$ cat config.mk
export PLATFORM = sky130hd
export DESIGN_NAME = mul_div_unit
export DESIGN_NICKNAME = d
export VERILOG_FILES = /design/src/rtl/mul_div_unit.sv
export SDC_FILE = /design/constraint.sdc
export NUM_CORES = 2
export LEC_CHECK = 0
export CAP_MARGIN = 20
export CORE_MARGIN = 2
export CORE_UTILIZATION = 28
export CTS_CLUSTER_SIZE = 28
export DETAILED_ROUTE_END_ITERATION = 8
export DONT_BUFFER_PORTS = 1
export GPL_TIMING_DRIVEN = 0
export HOLD_SLACK_MARGIN = 0.05
export SYNTH_ARGS = -nofsm -noshare
export SYNTH_HDL_FRONTEND = slang
export SYNTH_SLANG_ARGS = --single-unit
$ cat constraint.sdc
create_clock -name clk -period 8.7 [get_ports clk]
set_input_delay 0.87 -clock clk [delete_from_list [all_inputs] [get_ports clk]]
set_output_delay 0.87 -clock clk [all_outputs]
set_load 0.01 [all_outputs]
$ cat src/rtl/mul_div_unit.sv
// Multi-cycle MULT/MULTU/DIV/DIVU engine for the execute stage.
// Drives the pipeline-freeze busy signal and registers HI/LO on completion.
module mul_div_unit #(
    parameter int DATA_W = 32
) (
    input  logic              clk,
    input  logic              rst,
    input  logic              startE,
    input  logic [1:0]        opE,
    input  logic [DATA_W-1:0] srcaE,
    input  logic [DATA_W-1:0] srcbE,
    input  logic              flushE,
    output logic              isMulOrDivComputingE,
    output logic [DATA_W-1:0] hi_o,
    output logic [DATA_W-1:0] lo_o,
    output logic              result_valid
);

    localparam int CW = $clog2(DATA_W);

    typedef enum logic [1:0] {IDLE, MUL, DIV, DONE} state_t;

    state_t              r_state;
    logic [CW-1:0]       r_cnt;
    logic [DATA_W-1:0]   r_a;
    logic [DATA_W-1:0]   r_b;
    logic [DATA_W-1:0]   r_quo;
    logic [DATA_W-1:0]   r_rem;
    logic [DATA_W-1:0]   r_dmag;
    logic                r_sgn;
    logic                r_neg_q;
    logic                r_neg_r;
    logic                r_bz;

    logic                w_signed;
    logic [DATA_W-1:0]   w_amag;
    logic [DATA_W-1:0]   w_bmag;
    logic [DATA_W:0]     w_shift;
    logic [DATA_W:0]     w_trial;
    logic                w_ge;
    logic [DATA_W-1:0]   w_rem_nxt;
    logic [DATA_W-1:0]   w_quo_nxt;
    logic [DATA_W-1:0]   w_lo_div;
    logic [DATA_W-1:0]   w_hi_div;
    logic [2*DATA_W-1:0] w_ext_a;
    logic [2*DATA_W-1:0] w_ext_b;
    logic [2*DATA_W-1:0] w_prod;

    // Magnitudes are unsigned DATA_W, so the most-negative value needs no extra bit.
    assign w_signed = ~opE[0];
    assign w_amag   = (w_signed & srcaE[DATA_W-1]) ? -srcaE : srcaE;
    assign w_bmag   = (w_signed & srcbE[DATA_W-1]) ? -srcbE : srcbE;

    assign w_shift   = {r_rem, r_quo[DATA_W-1]};
    assign w_trial   = w_shift - {1'b0, r_dmag};
    assign w_ge      = ~w_trial[DATA_W];
    assign w_rem_nxt = w_ge ? w_trial[DATA_W-1:0] : w_shift[DATA_W-1:0];
    assign w_quo_nxt = {r_quo[DATA_W-2:0], w_ge};

    assign w_lo_div = r_bz ? '1  : (r_neg_q ? -w_quo_nxt : w_quo_nxt);
    assign w_hi_div = r_bz ? r_a : (r_neg_r ? -w_rem_nxt : w_rem_nxt);

    assign w_ext_a = {{DATA_W{r_sgn & r_a[DATA_W-1]}}, r_a};
    assign w_ext_b = {{DATA_W{r_sgn & r_b[DATA_W-1]}}, r_b};
    assign w_prod  = w_ext_a * w_ext_b;

    assign isMulOrDivComputingE = ~flushE & (((r_state == IDLE) & startE) |
                                             (r_state == MUL) | (r_state == DIV));

    always_ff @(posedge clk) begin
        if (!rst) begin
            r_state      <= IDLE;
            r_cnt        <= '0;
            hi_o         <= '0;
            lo_o         <= '0;
            result_valid <= 1'b0;
        end else begin
            result_valid <= 1'b0;
            case (r_state)
                IDLE: begin
                    if (startE & ~flushE) begin
                        r_a     <= srcaE;
                        r_b     <= srcbE;
                        r_sgn   <= w_signed;
                        r_quo   <= w_amag;
                        r_dmag  <= w_bmag;
                        r_rem   <= '0;
                        r_neg_q <= w_signed & (srcaE[DATA_W-1] ^ srcbE[DATA_W-1]);
                        r_neg_r <= w_signed & srcaE[DATA_W-1];
                        r_bz    <= (srcbE == '0);
                        r_cnt   <= '0;
                        r_state <= opE[1] ? DIV : MUL;
                    end
                end
                MUL: begin
                    if (flushE) begin
                        r_state <= IDLE;
                    end else begin
                        {hi_o, lo_o} <= w_prod;
                        result_valid <= 1'b1;
                        r_state      <= DONE;
                    end
                end
                DIV: begin
                    if (flushE) begin
                        r_state <= IDLE;
                    end else begin
                        r_rem <= w_rem_nxt;
                        r_quo <= w_quo_nxt;
                        r_cnt <= r_cnt + 1'b1;
                        // Last quotient bit is folded into the fixup so results land on entry to DONE.
                        if (r_cnt == CW'(DATA_W - 1)) begin
                            hi_o         <= w_hi_div;
                            lo_o         <= w_lo_div;
                            result_valid <= 1'b1;
                            r_state      <= DONE;
                        end
                    end
                end
                DONE:    r_state <= IDLE;
                default: r_state <= IDLE;
            endcase
        end
    end

endmodule

==> metrics.yaml <==
clock_network:
  clk_pin_slew_ns: 0.07
  clock_latency_ns: 0.61
  cts.sinks: 235
  clockRootBuffer: "clkbuf_16"
  cts_tree: "yes"
  cts_buffer_depth: 3
  ctsHtreeMaxLevel: 1
  cts_made_buffers: 28
floorplanning:
  initial_core_util: 0.2825
  fp.dieH_um: 437.0
  io_pins: 136
  die_area_sq_um: 191000
  rows: 158
  fp.coreArea_sq_um: 185800
  die_x_um: 437.0
global_routing:
  grt_overflow: 0
  grt_pass1_wl_um: 314300
  grt_pass1_vias: 44530
  antenna_found_initial: 24
  grt_max_degree: 65
  grt_usage: 0.2268
timing:
  setup_viol: 0
  maxSlewViolCount: 0
  worst_hold_slack_ns: 0.3596
  rsz0062_at_grt: "yes"
  finalSetupTns_ns: 0
  clock.fmax_mhz: 115.6
  relSlewSlack: 0.2150
  hold_viol_final: 0
  fin_crit_ns: 8.652
  skew_ns: 0.05535
  fin_crit_sh: 0.9944
  worst_pin_slew_ns: 1.173
logic_synthesis:
  syn_inst: 5790
  synth_nets: 7240
  synth.distinct_cells: 86
  yosys_most_used_dff: "edfxtp_1"
  ys_async_sr_fraction: 0
  syn-mean-instance-area_sq_um: 9.066
  synth_warnings: 0
  ys_seq_area_frac: 0.1207
  ys_ff_latch: 235
  syn_area_sq_um: 52490
  synth_edf_count: 163
detailed_routing:
  wl_per_cell_um: 25.67
  drtIter0Drc: 4460
  drtPass1Iterations: 6
  avgViaCountPerCell: 5.110
  drt-total-wl_um: 218200
  route.vias.total: 43430
  drc_errors: 0
  ant_nets: 0
critical_path:
  crit_type: "flop to flop"
  slowest_delay_ns: 0.64
  required_ns: 9.15
  cp_max_fo: 5
  startpoint_type: "flop"
  setup.worst_path.end_class: "flop"
  cp_common_cell: "fa_2"
  cp_data_arrival_time_ns: 9.10
  cp_slowest_cell: "fa_2"
place:
  hpwl_um: 179300
  post_dp_cell_area_sq_um: 55840
  finalWeightedCongestion: 1.011
  io_buffers: 0
final_layout:
  fin_util: 0.3188
  design_area_sq_um: 59250
  drive_gt1_frac: 0.08891
  fill_cells: 19430
  layout_common_cells: "inv_1, fa_1, nand2_1, and2_1, ha_1"
  area_delta_synth_final_pct: 12.87
  fin_nets: 7423
  mostFrequentLayoutCell: "inv_1"
outcome:
  status: "finished clean"
flow_run:
  drv_cap: 0
hold_path:
  hold_class: "input port to flop"
what timing repair did:
item,in CTS,in global routing
setup endpoints to repair,35,21
endpoints found under the hold margin,0,0
resized for setup,234,181
pin swaps,22,51
setup buffers,123,45
hold buffers,0,0
final cells by class:
type,instances,area (sq um),share of cell area
multi-input cells,4057,41040,0.6927
clock inverters,17,196.4,0.003316
clock buffers,35,726.9,0.01227
plain buffers,279,1383,0.02334
repair buffers,183,1914,0.03231
well taps,2480,3103,0.05237
diodes,25,62.56,0.001056
flip-flops and latches,235,6336,0.1069
inverters,1189,4487,0.07573
routing by layer:
| metal | vias to the layer above | routed length [um] | GRT usage |
|---|---|---|---|
| li1 | 18220 | - | - |
| met1 | 22230 | 81960 | 0.2858 |
| met2 | 2426 | 95220 | 0.3426 |
| met3 | 554 | 22180 | 0.04852 |
| met5 | - | 44 | 0 |
| met4 | 6 | 18770 | 0.1658 |
Yosys cell counts, drive strengths merged (126+ instances only):
cell type / count / area share
xnor2: 126 / 0.021
and2: 356 / 0.042
edfxtp: 163 / 0.093
ha: 254 / 0.061
o21ai: 171 / 0.016
inv: 1187 / 0.085
fa: 1126 / 0.43
nand2: 888 / 0.063
nor2: 187 / 0.014
clkbuf: 293 / 0.021
a21oi: 192 / 0.018
kinds of logic after synthesis:
group           count (synthesis)  synth area share
compound gates                702           0.08669
xor+xnor                      198           0.03304
fa+ha+maj                    1380            0.4900
buf+inv                      1498            0.1075
flops                         235            0.1207
mux                            31          0.006030
simple gates                 1746            0.1560
flip-flops by register name, indices dropped and copies added (netlist names), 2 cells and up:
register and flops:
r_state 2, r_quo 32, r_rem 32, r_a 32
r_cnt 5, r_dmag 31, r_b 32, hi_o 32
lo_o 32
metrics by stage:
stage | std cells | setup WS [ns]
global route | 8487 | -0.1248
detailed placement | 8285 | -1.723
floorplan | 5790 | 0.6638
global placement | 8270 | -1.736
finish | 8500 | 0.04846
CTS | 8443 | 0.001533
path summary, 6_finish.rpt:
check,startpoint,endpoint,slack [ns],cells after the start
min,srcaE[7],r_a[7],0.36,0
min reg2reg,r_cnt[4],r_cnt[4],0.49,2
max reg2reg,r_sgn,hi_o[26],0.05,30
max,r_sgn,hi_o[26],0.05,30
worst max-delay path, delay by kind of cell, from the launching register on:
family          cells  cell delay [ns]
fa+ha+maj           9             4.56
compound gates      8             1.68
buf+inv             8             0.86
simple gates        4             0.68
flops               1             0.51
xor+xnor            1             0.22
Power is not shown: default switching activity piles up to over one toggle a cycle in this logic, so the estimate is an artifact.
